**src/rtl/alu_pkg.sv**
```systemverilog
// Shared ALU command definitions: operand/opcode widths, illegal opcodes and
// the command record passed between command sources and the issue queue.
package alu_pkg;

    localparam int DATA_W = 16;
    localparam int OP_W   = 4;

    localparam logic [OP_W-1:0] OP_ILLEGAL_0 = 4'b1100;
    localparam logic [OP_W-1:0] OP_ILLEGAL_1 = 4'b1101;

    typedef struct packed {
        logic [OP_W-1:0]   op;
        logic [DATA_W-1:0] a;
        logic [DATA_W-1:0] b;
        logic [DATA_W-1:0] c;
    } alu_cmd_t;

    function automatic logic op_is_illegal(input logic [OP_W-1:0] op);
        return (op == OP_ILLEGAL_0) || (op == OP_ILLEGAL_1);
    endfunction

endpackage

```
**src/rtl/alu_cmd_fifo.sv**
```systemverilog
// Synchronous FIFO of ALU commands; head entry is visible combinationally on
// dout, and occupancy is tracked separately from the wrapping pointers.
module alu_cmd_fifo
    import alu_pkg::*;
#(
    parameter int DEPTH = 4,
    localparam int AW = $clog2(DEPTH),
    localparam int CW = AW + 1
) (
    input  logic          clk,
    input  logic          rst,
    input  logic          push,
    input  alu_cmd_t      din,
    input  logic          pop,
    output alu_cmd_t      dout,
    output logic [CW-1:0] count,
    output logic          full,
    output logic          empty
);

    alu_cmd_t        mem [DEPTH];
    logic [AW-1:0]   wr_ptr;
    logic [AW-1:0]   rd_ptr;
    logic            do_push;
    logic            do_pop;

    assign full    = (count == CW'(DEPTH));
    assign empty   = (count == '0);
    assign do_push = push && !full;
    assign do_pop  = pop && !empty;
    assign dout    = mem[rd_ptr];

    // Storage is left unreset; pointers and count alone define validity.
    always_ff @(posedge clk) begin
        if (do_push)
            mem[wr_ptr] <= din;
    end

    always_ff @(posedge clk or posedge rst) begin
        if (rst) begin
            wr_ptr <= '0;
            rd_ptr <= '0;
            count  <= '0;
        end else begin
            if (do_push)
                wr_ptr <= wr_ptr + 1'b1;
            if (do_pop)
                rd_ptr <= rd_ptr + 1'b1;
            case ({do_push, do_pop})
                2'b10:   count <= count + 1'b1;
                2'b01:   count <= count - 1'b1;
                default: count <= count;
            endcase
        end
    end

endmodule

```
**src/rtl/alu_issue_queue.sv**
```systemverilog
// ALU command buffer and issue stage: filters illegal opcodes, queues commands,
// issues one per cycle into registered ALU inputs and aligns a result strobe.
module alu_issue_queue
    import alu_pkg::*;
#(
    parameter int DATA_W  = alu_pkg::DATA_W,
    parameter int OP_W    = alu_pkg::OP_W,
    parameter int DEPTH   = 4,
    parameter int ALU_LAT = 1,
    parameter int TAG_W   = 3,
    localparam int CW = $clog2(DEPTH) + 1
) (
    input  logic              clk,
    input  logic              rst,
    input  logic              in_valid,
    output logic              in_ready,
    input  logic [OP_W-1:0]   in_op,
    input  logic [DATA_W-1:0] in_a,
    input  logic [DATA_W-1:0] in_b,
    input  logic [DATA_W-1:0] in_c,
    input  logic              hold,
    output logic [DATA_W-1:0] a,
    output logic [DATA_W-1:0] b,
    output logic [DATA_W-1:0] c,
    output logic [OP_W-1:0]   s,
    output logic              issue_valid,
    output logic [TAG_W-1:0]  issue_tag,
    output logic              res_valid,
    output logic [TAG_W-1:0]  res_tag,
    output logic              err_illegal,
    output logic [CW-1:0]     count
);

    alu_cmd_t in_cmd;
    alu_cmd_t head;
    logic     accept;
    logic     illegal;
    logic     full;
    logic     empty;
    logic     issue;

    logic [ALU_LAT:1]            vld_pipe;
    logic [ALU_LAT:1][TAG_W-1:0] tag_pipe;

    assign in_cmd   = '{op: in_op, a: in_a, b: in_b, c: in_c};
    assign in_ready = !full;
    assign accept   = in_valid && in_ready;
    assign illegal  = op_is_illegal(in_op);
    assign issue    = !empty && !hold;

    // Illegal commands complete the handshake but never reach the FIFO.
    alu_cmd_fifo #(.DEPTH(DEPTH)) u_fifo (
        .clk   (clk),
        .rst   (rst),
        .push  (accept && !illegal),
        .din   (in_cmd),
        .pop   (issue),
        .dout  (head),
        .count (count),
        .full  (full),
        .empty (empty)
    );

    always_ff @(posedge clk or posedge rst) begin
        if (rst) begin
            a           <= '0;
            b           <= '0;
            c           <= '0;
            s           <= '0;
            issue_tag   <= '0;
            issue_valid <= 1'b0;
            err_illegal <= 1'b0;
        end else begin
            issue_valid <= issue;
            err_illegal <= accept && illegal;
            if (issue) begin
                a         <= head.a;
                b         <= head.b;
                c         <= head.c;
                s         <= head.op;
                issue_tag <= issue_tag + 1'b1;
            end
        end
    end

    // Free-running delay line matching the ALU latency; hold never stalls it.
    always_ff @(posedge clk or posedge rst) begin
        if (rst) begin
            vld_pipe <= '0;
            tag_pipe <= '0;
        end else begin
            vld_pipe[1] <= issue_valid;
            tag_pipe[1] <= issue_tag;
            for (int i = 2; i <= ALU_LAT; i++) begin
                vld_pipe[i] <= vld_pipe[i-1];
                tag_pipe[i] <= tag_pipe[i-1];
            end
        end
    end

    assign res_valid = vld_pipe[ALU_LAT];
    assign res_tag   = tag_pipe[ALU_LAT];

endmodule

```
**config.mk**
```make
export PLATFORM = sky130hd
export DESIGN_NAME = alu_issue_queue
export DESIGN_NICKNAME = d
export VERILOG_FILES = /design/src/rtl/alu_pkg.sv /design/src/rtl/alu_cmd_fifo.sv /design/src/rtl/alu_issue_queue.sv
export SDC_FILE = /design/constraint.sdc
export NUM_CORES = 1
export LEC_CHECK = 0
export CORE_MARGIN = 2
export CORE_UTILIZATION = 35
export DETAILED_ROUTE_END_ITERATION = 10
export GPL_TIMING_DRIVEN = 0
export PLACE_DENSITY = 0.66
export SLEW_MARGIN = 40
export SYNTH_ARGS = -nofsm -noshare
export SYNTH_HDL_FRONTEND = slang
export SYNTH_SLANG_ARGS = --single-unit
```
**constraint.sdc**
```tcl
create_clock -name clk -period 2.1 [get_ports clk]
set_input_delay 0.21 -clock clk [delete_from_list [all_inputs] [get_ports clk]]
set_output_delay 0.21 -clock clk [all_outputs]
set_load 0.1 [all_outputs]
```
==> impl_metrics.csv, run 1 <==
group,metric,value,unit
setup_path,crit_fanout,7,
finish,final-seq-area,0.00795,mm2
sta,max_freq,483,MHz
sta,slew_headroom,48.0,%
global_routing,grt.busiest_layer,"met2",
setup_path,crit_slowest_cell,"dfrtp_2",
global_routing,grt_use_met3,3.13,%
clock_tree,cts_buffers,28,
logic_synthesis,syn_nets,501,
floorplanning,initial_utilization,35.5,%
sta,fin_tns_setup,0,ps
place,place_hpwl,12600,um
finish,drive_above_1_share,41.7,%
floorplanning,die_area,0.0304,mm2
clock_tree,clkTransAtPathRegs,60,ps
routing,drc_errors,0,
setup_path,critPathArrivalTime,2530,ps
sta,finalHoldViolCount,0,
sta,final_max_slew_viol_count,0,
finish,final_cell_mix,"208 x edfxtp_1, 71 x buf_2, 65 x dfrtp_1",
logic_synthesis,yosysUniqueCellTypes,23,
worst_hold_path,min_path_type,"in -> async",
clock_tree,cts_tree,"yes",
logic_synthesis,yosysSeqAreaShare,78.2,%
setup_path,cpLargestDelayFamily,"simple AND/OR/NAND/NOR gates",
setup_path,crit_chain,"or3b_4 > and3_4 > inv_2 > ha_4 > inv_2 > fa_2 > xor2_1 > nor2_1 > xor2_1",
setup_path,rrSetupSlack,30,ps
finish,nNetsFinal,662,
global_routing,gr-total-overflow,0,
clock_tree,ctsHoldBuffers,0,
finish,fillCellCount,2430,
finish,syn_to_final_growth,25.4,%
logic_synthesis,ys_warn_count,0,
logic_synthesis,ys_ff_latch,276,
setup_path,worst-path-buf-inv,2,
global_routing,grt_use_met2,24.0,%
finish,final_util,44.6,%
place,place.gp.congestion,0.680,
routing,finalWirelength,20400,um
floorplanning,die_w,174,um
global_routing,grt_start_max_net_pins,39,
clock_tree,cts_sinks,276,
global_routing,grt_pass1_wl,31100,um
routing,drtAntennaViolNets,0,
global_routing,grt_use_total,13.6,%
place,place_ws,-458,ps
routing,drt-wirelength-per-cell,20.3,um
finish,antenna_cells,0,
setup_path,critical_path_class,"reg -> reg",
logic_synthesis,syn-cell-area,0.0102,mm2
sta,fin_crit_sh,98.7,%
routing,vias,4687,
finish,layout_commonest_cell,"edfxtp_1",
floorplanning,core,0.0286,mm2
global_routing,grt_pass1_vias,5211,
routing,via_per_inst,4.66,
global_routing,antenna_found_initial,0,
routing,drt_iter0_drc,224,
floorplanning,ios,121,
setup_path,end_kind,"register",
floorplanning,rows,62,
clock_tree,cts_max_path_buffers,3,
clock_tree,clk_latency,540,ps
global_routing,grt_use_met1,16.8,%
outcome,status,"finished clean",
sta,rsz0062_at_grt,"true",
sta,fin_ws,27.8,ps
finish,multi_input_area,0.00208,mm2
run,cap_violations,0,
sta,finClkSkew,17.0,ps
setup_path,critical-path-max-stage-delay,420,ps
floorplanning,die_h,174,um
clock_tree,root_buffer,"clkbuf_16",
place,io_buffer_count,120,
setup_path,start_kind,"register",
sta,worst_pin_slew,780,ps
setup_path,cp.required,2560,ps
clock_tree,htreeDepth,1,
sta,finalSetupViolCount,0,
logic_synthesis,syn_area_per_cell,23.2,um2
sta,min_period,2070,ps
routing,dr.pass1.iters,4,
logic_synthesis,synth_cells,438,
[registers in the layout (all words and copies together), names as in the netlist, 3 cells and up]
name          cells
b                16
s                 4
a                16
c                16
issue_tag         3
u_fifo.count      3
res_tag           3
u_fifo.mem      208
[final timing paths]
path | depth (start not counted) | startpoint | end
hold / removal | 2 | rst | b[13]
max in group asynchronous | 3 | rst | u_fifo.count[2]
min in group clk | 3 | in_valid | err_illegal
hold reg to reg | 0 | issue_valid | res_valid
setup reg to reg | 9 | u_fifo.count[0] | u_fifo.count[2]
setup / recovery | 9 | u_fifo.count[0] | u_fifo.count[2]
[metal layers]
metal / vias to the layer above / wire length (um) / part of all wire, %
li1: 2086 / - / -
met2: 106 / 10400 / 51
met1: 2463 / 8470 / 41
met4: 0 / 467 / 2.3
met5: - / 0 / 0
met3: 32 / 1070 / 5.2
[cell families (layout without fill, tap and decap cells)]
| kind of cell | after synthesis | in the layout | synth area share, % |
|---|---|---|---|
| xor+xnor | 8 | 8 | 0.689 |
| fa+ha+maj | 7 | 7 | 0.935 |
| buf+inv | 26 | 209 | 1.60 |
| flops | 276 | 276 | 78.2 |
| mux | 107 | 107 | 17.6 |
| simple gates | 14 | 14 | 0.984 |
[cell usage after synthesis, drive strengths merged]
cell / instances / area (um2)
edfxtp: 208 / 6250
dfrtp: 68 / 1700
mux2: 54 / 612
mux4: 52 / 1170
buf: 15 / 121
inv: 7 / 26.3
ha: 6 / 75.1
xor2: 6 / 52.6
and2: 4 / 30.0
clkbuf: 4 / 15.0
nor2: 3 / 11.3
nor3b: 2 / 15.0
xnor2: 2 / 17.5
and3: 1 / 11.3
fa: 1 / 20.0
mux2i: 1 / 10.0
nand2: 1 / 3.75
nand3b: 1 / 7.51
nor3: 1 / 10.0
or3b: 1 / 11.3
[what timing repair did]
action                                  CTS  global route
gates resized for setup                   2             3
gates cloned                              0             1
endpoints found under the setup margin    3            12
pin swaps                                 4             0
setup buffers                             4             3
[through the flow]
stage	area [um2]	hold WS, ps	std cells
5_1_grt	12800	122	1005
3_5_place_dp	11700	357	947
6_report	12800	87.1	1005
3_3_place_gp	11900	358	942
2_1_floorplan	10200	309	438
4_1_cts	12700	93.3	1001
[cell type report]
class                   instances  share of cell area (%)
clock inverters                15                    2.10
clock buffers                  37                    6.08
plain buffers                  17                    1.00
multi-input cells             136                    16.3
inverters                       7                   0.245
repair buffers                133                    8.12
well taps                     384                    3.77
flip-flops and latches        276                    62.3
Power of run 1 is left out: the tool's default activity adds up to more than one toggle a clock period on the data nets, which glitch-free logic cannot reach.
==> inputs of run 2 (changes only) <==
--- a/config.mk
+++ b/config.mk
@@ -5,6 +5,7 @@
 export SDC_FILE = /design/constraint.sdc
 export NUM_CORES = 1
 export LEC_CHECK = 0
+export ABC_AREA = 1
 export CORE_MARGIN = 2
 export CORE_UTILIZATION = 35
 export DETAILED_ROUTE_END_ITERATION = 10
==> impl_metrics.csv, run 2 <==
group,metric,value,unit
clock_tree,root_buffer,"clkbuf_16",
global_routing,antenna_found_initial,1,
logic_synthesis,syn_area_per_cell,10.3,um2
sta,finalHoldViolCount,0,
global_routing,grt_pass1_wl,41000,um
global_routing,gr-total-overflow,0,
place,io_buffer_count,120,
clock_tree,cts_max_path_buffers,3,
outcome,status,"finished clean",
setup_path,reg2reg_to,"u_fifo.count[1]",
place,place_ws,-359,ps
floorplanning,initial_utilization,35.3,%
setup_path,critPathArrivalTime,2430,ps
clock_tree,cts_tree,"yes",
clock_tree,clk_latency,550,ps
floorplanning,die_w,185,um
sta,fin_tns_setup,0,ps
power_and_ir_drop,powerDensity,1670,mW/mm2
sta,slew_headroom,63.7,%
logic_synthesis,synth-edff-count,208,
floorplanning,die_h,185,um
finish,largest_reg_flops,208,
logic_synthesis,ys_ff_latch,276,
sta,max_freq,511,MHz
finish,final_cell_mix,"430 x nand2_1, 222 x inv_1, 208 x edfxtp_1",
sta,rsz0062_at_grt,"true",
routing,finalWirelength,26300,um
logic_synthesis,synth_cells,1110,
global_routing,grt_pass1_vias,7408,
setup_path,rr_worst_depth,8,
setup_path,crit_chain,"nor2_4 > nand2_1 > nand2_4 > clkinv_8 > ha_1 > inv_1 > fa_1 > o21ai_1",
floorplanning,core,0.0324,mm2
routing,vias,7508,
floorplanning,ios,121,
finish,layout_commonest_cell,"nand2_1",
sta,fin_crit_sh,93.1,%
logic_synthesis,synth_commonest_cells,"431 x nand2_1, 223 x inv_1, 208 x edfxtp_1",
logic_synthesis,yosysUniqueCellTypes,18,
clock_tree,clkTransAtPathRegs,60,ps
sta,worst_pin_slew,544,ps
place,placed_cell_area,0.0133,mm2
worst_hold_path,min_path_type,"in -> reg",
setup_path,end_kind,"register",
routing,dr.pass1.iters,5,
routing,drc_errors,0,
logic_synthesis,yosysSeqAreaShare,69.5,%
logic_synthesis,synth_top_cell_area_share,54.6,%
finish,syn_to_final_growth,25.6,%
logic_synthesis,netlist_top_cells_area,"edfxtp_1 55%, dfrtp_1 15%, nand2_1 14%",
logic_synthesis,synth_most_common_cell,"nand2_1",
setup_path,critical_path_class,"reg -> reg",
sta,fin_ws,145,ps
setup_path,setup.worst_path.end,"u_fifo.count[1]",
sta,final_max_slew_viol_count,0,
clock_tree,cts_sinks,276,
finish,regMostFlops,"u_fifo.mem",
clock_tree,htreeDepth,1,
logic_synthesis,ys_warn_count,0,
routing,drt_iter0_drc,546,
sta,finClkSkew,16.0,ps
finish,nNetsFinal,1342,
setup_path,start_kind,"register",
clock_tree,cts_buffers,30,
run,cap_violations,0,
floorplanning,die_area,0.0341,mm2
logic_synthesis,syn_nets,1173,
setup_path,rrSetupSlack,140,ps
place,place_hpwl,17400,um
place,place.gp.congestion,0.713,
setup_path,critical-path-max-stage-delay,450,ps
logic_synthesis,synth_area_leader_cell,"edfxtp_1",
power_and_ir_drop,vdd_drop_max,0.952,mV
global_routing,grt_start_max_net_pins,43,
setup_path,crit_fanout,19,
finish,drive_above_1_share,14.3,%
setup_path,cp.required,2580,ps
routing,drtAntennaViolNets,0,
logic_synthesis,synth-async-reset-ratio,24.6,%
setup_path,crit_slowest_cell,"dfrtp_2",
global_routing,grt_use_total,15.8,%
setup_path,r2r-start,"u_fifo.count[0]",
power_and_ir_drop,p_leak,6.74,nW
routing,via_per_inst,4.30,
setup_path,critPathLaunch,"u_fifo.count[0]",
floorplanning,rows,66,
finish,fin_area,0.0144,mm2
routing,drt-wirelength-per-cell,15.0,um
logic_synthesis,synth-main-ff-cell,"edfxtp_1",
sta,finalSetupViolCount,0,
sta,min_period,1960,ps
logic_synthesis,syn-cell-area,0.0114,mm2
run 2: cell count changes in the layout (fill, tap and decap cells not counted), sizes merged, moves of 36 or more:
cell	change
mux4	-52
nand3	+107
nand2	+431
inv	+217
mux2	-54
buf	+36
run 2: layer usage:
metal  global-route usage [%]  part of all wire [%]
met3                     2.48                   5.9
met5                        0                     0
met1                     20.7                    44
met4                     3.87                   1.9
met2                     27.4                    48
run 2: what timing repair did:
action,4_1_cts,5_1_grt
setup buffers,0,3
resized for setup,2,4
endpoints found under the setup margin,2,2
hold buffers,1,0
gates cloned,0,0
pin swaps,0,2
endpoints found under the hold margin,26,0
run 2: through the flow:
stage               total power [mW]  instances  utilization, %  hold WS, ps
global route                    25.4       1745            44.4          283
finish                          24.0       1747            44.4          290
global placement                18.9       1672            41.0          358
floorplan                       16.0       1110               -          309
detailed placement              18.7       1686            41.0          359
CTS                             24.3       1742            44.3          262
run 2: worst min path at each step:
| stage | slack [ps] | end | depth (start not counted) | startpoint |
|---|---|---|---|---|
| after floorplan | 310 | u_fifo.mem[0][0] | 0 | in_c[0] |
| after global placement | 360 | res_valid | 0 | issue_valid |
| after detailed placement | 360 | res_valid | 0 | issue_valid |
| after CTS | 260 | u_fifo.mem[2][46] | 1 | in_a[14] |
| after global routing | 280 | u_fifo.mem[3][46] | 1 | in_a[14] |
| final | 290 | u_fifo.mem[1][46] | 1 | in_a[14] |
run 2: where the power goes:
group | internal [mW] | total, mW | switching [mW] | leakage [nW]
combinational | 2.40 | 10.8 | 8.36 | 3.52
clock | 3.37 | 5.47 | 2.10 | 0.497
sequential | 7.29 | 7.80 | 0.510 | 2.73
run 2: kinds of logic after synthesis:
| family | share of synthesized area (%) |
|---|---|
| compound gates | 0.131 |
| xor+xnor | 0.459 |
| fa+ha+maj | 0.831 |
| buf+inv | 9.91 |
| flops | 69.5 |
| simple gates | 19.2 |
run 2: cell type report:
type	count	area, um2
Inverter	226	866
Buffer	44	278
Multi-Input combinational cell	563	2430
Sequential cell	276	7950
Tap cell	442	553
Antenna cell	2	5.00
Timing Repair Buffer	138	1240
Fill cell	3033	18000
Clock buffer	45	878
Clock inverter	11	164
run 2: critical path: cells and delay by family (launching register included):
| kind | cells | cell delay (ps) |
|---|---|---|
| compound gates | 1 | 140 |
| fa+ha+maj | 2 | 640 |
| buf+inv | 2 | 210 |
| flops | 1 | 450 |
| simple gates | 3 | 430 |
No activity file was read; power rests on OpenSTA's default activity.
